$ cat config.mk
export PLATFORM = sky130hd
export DESIGN_NAME = param_cpu
export DESIGN_NICKNAME = d
export VERILOG_FILES = /design/src/rtl/param_cpu.sv
export SDC_FILE = /design/constraint.sdc
export NUM_CORES = 2
export LEC_CHECK = 0
export ABC_CLOCK_PERIOD_IN_PS = 4000
export CAP_MARGIN = 20
export CORE_ASPECT_RATIO = 0.7
export CORE_MARGIN = 8
export CORE_UTILIZATION = 40
export CTS_CLUSTER_DIAMETER = 100
export DETAILED_ROUTE_END_ITERATION = 8
export SETUP_SLACK_MARGIN = 0.1
export SYNTH_ARGS = -nofsm -noshare
export SYNTH_HDL_FRONTEND = slang
export SYNTH_MEMORY_MAX_BITS = 65536
export SYNTH_SLANG_ARGS = --single-unit
$ cat constraint.sdc
create_clock -name clock -period 4 [get_ports clock]
set_input_delay 0.6 -clock clock [delete_from_list [all_inputs] [get_ports clock]]
set_output_delay 0.6 -clock clock [all_outputs]
set_load 0.01 [all_outputs]
$ cat src/rtl/param_cpu.sv
// Parametrised multi-cycle CPU with loadable program memory, 3 cycles per instruction (FETCH/EXEC/WB).
// No backpressure: host writes program only in IDLE/HALT; PARAM_CPU_CARRY_EN adds carry, ADC and BCS.
module param_cpu #(
    parameter int DATA_W = 8,
    parameter int RA_W   = 2,
    parameter int PC_W   = 8,
    parameter int IMM_W  = 8,
    localparam int INSTR_W = 4 + 2 * RA_W + IMM_W
) (
    input  logic               clock,
    input  logic               reset,
    input  logic               start,
    input  logic               prog_we,
    input  logic [PC_W-1:0]    prog_addr,
    input  logic [INSTR_W-1:0] prog_wdata,
    output logic [DATA_W-1:0]  alu_out,
    output logic [PC_W-1:0]    pc,
    output logic               busy,
    output logic               halted
);
    localparam logic [2:0] S_IDLE  = 3'd0;
    localparam logic [2:0] S_FETCH = 3'd1;
    localparam logic [2:0] S_EXEC  = 3'd2;
    localparam logic [2:0] S_WB    = 3'd3;
    localparam logic [2:0] S_HALT  = 3'd4;

    localparam logic [3:0] OP_SUB  = 4'h0;
    localparam logic [3:0] OP_ADD  = 4'h1;
    localparam logic [3:0] OP_AND  = 4'h2;
    localparam logic [3:0] OP_OR   = 4'h3;
    localparam logic [3:0] OP_XOR  = 4'h4;
    localparam logic [3:0] OP_LDI  = 4'h6;
    localparam logic [3:0] OP_MOV  = 4'h7;
    localparam logic [3:0] OP_SHL  = 4'h8;
    localparam logic [3:0] OP_SHR  = 4'h9;
    localparam logic [3:0] OP_JMP  = 4'hA;
    localparam logic [3:0] OP_BEQZ = 4'hB;
`ifdef PARAM_CPU_CARRY_EN
    localparam logic [3:0] OP_ADC  = 4'hD;
    localparam logic [3:0] OP_BCS  = 4'hE;
`endif
    localparam logic [3:0] OP_HALT = 4'hF;

    logic [2:0]         state;
    logic [INSTR_W-1:0] mem [2**PC_W];
    logic [INSTR_W-1:0] ir;
    logic [DATA_W-1:0]  regs [2**RA_W];
    logic [DATA_W-1:0]  res, res_q;
    logic               wen, wen_q, upd, take, take_q;

    logic [3:0]         op;
    logic [RA_W-1:0]    rd, rs;
    logic [IMM_W-1:0]   imm;
    logic [DATA_W-1:0]  a, b, imm_ext;

    assign op  = ir[INSTR_W-1 -: 4];
    assign rd  = ir[2*RA_W+IMM_W-1 -: RA_W];
    assign rs  = ir[RA_W+IMM_W-1 -: RA_W];
    assign imm = ir[IMM_W-1:0];
    assign a   = regs[rd];
    assign b   = regs[rs];

    generate
        if (IMM_W >= DATA_W) begin : g_imm_trunc
            assign imm_ext = imm[DATA_W-1:0];
        end else begin : g_imm_zext
            assign imm_ext = {{(DATA_W-IMM_W){1'b0}}, imm};
        end
    endgenerate

    assign busy   = (state == S_FETCH) || (state == S_EXEC) || (state == S_WB);
    assign halted = (state == S_HALT);

`ifdef PARAM_CPU_CARRY_EN
    logic              carry, carry_nx;
    logic [DATA_W:0]   wide;
`endif

    always_comb begin
        res  = a;
        wen  = 1'b0;
        upd  = 1'b0;
        take = 1'b0;
`ifdef PARAM_CPU_CARRY_EN
        carry_nx = carry;
        wide     = '0;
`endif
        case (op)
            OP_SUB: begin
`ifdef PARAM_CPU_CARRY_EN
                wide     = {1'b0, a} - {1'b0, b};
                res      = wide[DATA_W-1:0];
                carry_nx = wide[DATA_W];
`else
                res = a - b;
`endif
                wen = 1'b1;
                upd = 1'b1;
            end
            OP_ADD: begin
`ifdef PARAM_CPU_CARRY_EN
                wide     = {1'b0, a} + {1'b0, b};
                res      = wide[DATA_W-1:0];
                carry_nx = wide[DATA_W];
`else
                res = a + b;
`endif
                wen = 1'b1;
                upd = 1'b1;
            end
`ifdef PARAM_CPU_CARRY_EN
            OP_ADC: begin
                wide     = {1'b0, a} + {1'b0, b} + {{DATA_W{1'b0}}, carry};
                res      = wide[DATA_W-1:0];
                carry_nx = wide[DATA_W];
                wen      = 1'b1;
                upd      = 1'b1;
            end
            OP_BCS:  take = carry;
`endif
            OP_AND:  begin res = a & b;            wen = 1'b1; upd = 1'b1; end
            OP_OR:   begin res = a | b;            wen = 1'b1; upd = 1'b1; end
            OP_XOR:  begin res = a ^ b;            wen = 1'b1; upd = 1'b1; end
            OP_LDI:  begin res = imm_ext;          wen = 1'b1; upd = 1'b1; end
            OP_MOV:  begin res = b;                wen = 1'b1; upd = 1'b1; end
            OP_SHL:  begin res = {a[DATA_W-2:0], 1'b0}; wen = 1'b1; upd = 1'b1; end
            OP_SHR:  begin res = {1'b0, a[DATA_W-1:1]}; wen = 1'b1; upd = 1'b1; end
            OP_JMP:  take = 1'b1;
            OP_BEQZ: take = (a == '0);
            default: ;
        endcase
    end

    // Program loads are only accepted while the core is parked.
    always_ff @(posedge clock) begin
        if (prog_we && ((state == S_IDLE) || (state == S_HALT)))
            mem[prog_addr] <= prog_wdata;
    end

    always_ff @(posedge clock) begin
        if (reset) begin
            state   <= S_IDLE;
            pc      <= '0;
            alu_out <= '0;
            ir      <= '0;
            res_q   <= '0;
            wen_q   <= 1'b0;
            take_q  <= 1'b0;
            for (int i = 0; i < 2**RA_W; i++) regs[i] <= '0;
`ifdef PARAM_CPU_CARRY_EN
            carry   <= 1'b0;
`endif
        end else begin
            case (state)
                S_IDLE: if (start) state <= S_FETCH;
                S_FETCH: begin
                    ir    <= mem[pc];
                    state <= S_EXEC;
                end
                S_EXEC: begin
                    if (upd) alu_out <= res;
                    res_q  <= res;
                    wen_q  <= wen;
                    take_q <= take;
`ifdef PARAM_CPU_CARRY_EN
                    carry  <= carry_nx;
`endif
                    state  <= S_WB;
                end
                S_WB: begin
                    if (wen_q) regs[rd] <= res_q;
                    if (op == OP_HALT) begin
                        state <= S_HALT;
                    end else begin
                        state <= S_FETCH;
                        pc    <= take_q ? imm[PC_W-1:0] : pc + PC_W'(1);
                    end
                end
                S_HALT: if (start) begin
                    pc    <= '0;
                    state <= S_FETCH;
                end
                default: state <= S_IDLE;
            endcase
        end
    end
endmodule

==> impl_metrics.json <==
{
  "crit_fanout": 42,
  "clockBufferDepth": 4,
  "fin_area_um2": 186000,
  "overflow": 0,
  "post_dp_cell_area_um2": 173000,
  "status": "finished clean",
  "clk_latency_ns": 0.95,
  "fin_cells": 13200,
  "crit_start": "pc[0]",
  "pin_count": 46,
  "synth_top_area_frac": 0.768,
  "grtUsageTotal": 0.198,
  "yosysUniqueCellTypes": 69,
  "startpoint_type": "flop",
  "setup_tns_ns": 0,
  "path_clk_slew_ns": 0.06,
  "cts_tree": "yes",
  "yosysMostFrequentCell": "edfxtp_1",
  "core_um2": 402000,
  "cp.arrival_ns": 4.69,
  "post-route-period-util": 0.970,
  "register_area_um2": 125000,
  "cts_num_sinks": 4173,
  "reg2reg_to": "ir[14]",
  "multi_input_area_um2": 35000,
  "drv_slew": 0,
  "yosys_warnings": 0,
  "synth_area_leaders": "edfxtp_1, mux4_2, nor2_1, mux2i_1, dfxtp_1",
  "antenna_found_initial": 28,
  "setup_viol": 0,
  "synth.net_count": 6916,
  "numCtsBuffers": 382,
  "vias": 78000,
  "total_power_mw": 88.7,
  "grt_pass1_wl_mm": 603,
  "whs_path_depth": 1,
  "critical_path_class": "flop to flop",
  "cp-end-kind": "flop",
  "worstRegToRegCells": 8,
  "slew_headroom": 0.171,
  "wl_mm": 430,
  "grt_max_degree": 132,
  "timing.rr.start": "pc[0]",
  "worst_ep_required_time_ns": 4.81,
  "peakVddDrop_v": 0.000466,
  "hold_viol_final": 0,
  "nets": 7619,
  "area_growth_pct": 15.3,
  "skew_ns": 0.0672,
  "async_reset_ff_frac": 0,
  "leakagePower_nw": 55.7,
  "fp.dieH_um": 547,
  "crit_chain": "buf_12 -> buf_12 -> buf_12 -> mux4_2 -> mux4_2 -> mux2i_2 -> o22ai_1 -> or4b_1",
  "yosys_register_bits": 4173,
  "htreeDepth": 5,
  "period_minus_slack_ns": 3.88,
  "drt_iter0_markers": 11100,
  "grt_pass1_vias": 76400,
  "worstSetupEndpoint": "ir[14]",
  "fillerInstances": 32600,
  "critPathMaxStageDelay_ns": 0.57,
  "drc": 0,
  "synth_top_cell_by_area": "edfxtp_1",
  "avgSynthCellArea_um2": 23.5,
  "fmax_ghz": 0.258,
  "placed_cells": 12500,
  "die_w_um": 775,
  "critPathSlowestCell": "mux4_2",
  "via_per_inst": 5.89,
  "hold_class": "primary input to flop",
  "ff2ff_setup_slack_ns": 0.12,
  "root_buffer": "clkbuf_16",
  "final_core_util": 0.462,
  "tightest_slew_ns": 1.24,
  "crit_top_cell": "buf_12",
  "p_per_area_nw_per_um2": 477,
  "dieArea_um2": 424000,
  "drive_above_1_share": 0.337,
  "rows": 195,
  "hpwl_mm": 261,
  "synth-edff-count": 4128,
  "wl_per_cell_um": 32.5,
  "ys_seq_area_frac": 0.774,
  "ant_nets": 0,
  "start_util": 0.401,
  "dr.pass1.iters": 6,
  "synthFlopType": "edfxtp_1",
  "synthTopCellsByCount": "edfxtp_1, mux4_2, nor2_1, clkbuf_1, mux2i_1",
  "place.gp.congestion": 0.877,
  "rsz0062_at_grt": "true",
  "syn-cell-area_um2": 161000,
  "max_cap_violations": 0,
  "io_buffers": 45,
  "synthCells": 6863
}
-- kinds of logic after synthesis --
kind of cell               Yosys count  synth area share
and+or+nand+nor                    593            0.0166
buffers and inverters              406            0.0118
DFF                               4173             0.774
adders and majority gates           25           0.00199
AOI/OAI and AO/OA                  243            0.0102
xor gates and xnor gates            17          0.000923
muxes                             1406             0.185
-- sequential cells by signal, summed over array words and instances, names as in the netlist --
name / count
wen_q: 1
mem: 4096
ir: 16
alu_out: 8
take_q: 1
res_q: 8
state: 3
regs: 32
pc: 8
-- layer usage --
metal | wire, um | track usage | up-vias
li1 | - | - | 30800
met1 | 187000 | 0.309 | 42500
met2 | 182000 | 0.274 | 4095
met3 | 52200 | 0.0582 | 507
met4 | 8920 | 0.0413 | 4
met5 | 34 | 0 | -
-- worst min-delay path by stage --
stage | from | to | slack, ns
2_1_floorplan | res_q[3] | res_q[3] | 0.45
3_3_place_gp | wen_q | wen_q | 0.47
3_5_place_dp | res_q[1] | res_q[1] | 0.48
4_1_cts | prog_wdata[12] | mem[169][12] | 0.09
5_1_grt | prog_wdata[12] | mem[169][12] | 0.12
6_report | prog_wdata[12] | mem[173][12] | 0.12
-- critical path: cells and delay by family, from the launching register on --
kind / cells / cell delay, ns
flops: 1 / 0.38
compound gates: 1 / 0.37
buf+inv: 3 / 0.70
simple gates: 1 / 0.56
mux: 3 / 1.68
-- through the flow --
stage	setup slack (ns)	hold WS (ns)
detailed placement	-0.269	0.484
finish	0.119	0.124
global route	0.0390	0.121
floorplan	0.763	0.452
CTS	0.107	0.0943
global placement	-0.247	0.473
-- final cells by class --
cell class / instances / share of cell area
multi-input cells: 2284 / 0.188
inverters: 24 / 0.000484
repair buffers: 701 / 0.0369
clock buffers: 477 / 0.0550
diodes: 20 / 0.000269
flip-flops and latches: 4173 / 0.672
clock inverters: 230 / 0.0118
well taps: 5319 / 0.0358
-- what timing repair did --
| action | in CTS | in global routing |
|---|---|---|
| cloned | 0 | 0 |
| buffers inserted | 2 | 0 |
| resized for setup | 11 | 10 |
| setup endpoints to repair | 5 | 8 |
| endpoints found under the hold margin | 3 | 0 |
| hold buffers | 1 | 0 |
-- cells in the final DEF (no fill, tap or decap), types with 75 or more instances in the layout --
master	count
buf_12	112
buf_4	541
clkbuf_1	75
clkbuf_16	395
clkinv_1	75
clkinv_2	80
edfxtp_1	4128
mux2i_1	112
mux4_2	1253
nand2_1	92
nor2_1	222
nor2_2	95
-- where the power goes --
part / switching, mW / internal (mW)
Combinational: 2.26 / 1.44
Clock: 16.1 / 20.7
Sequential: 0.123 / 48.1
Power figures use the tool's default switching activity.
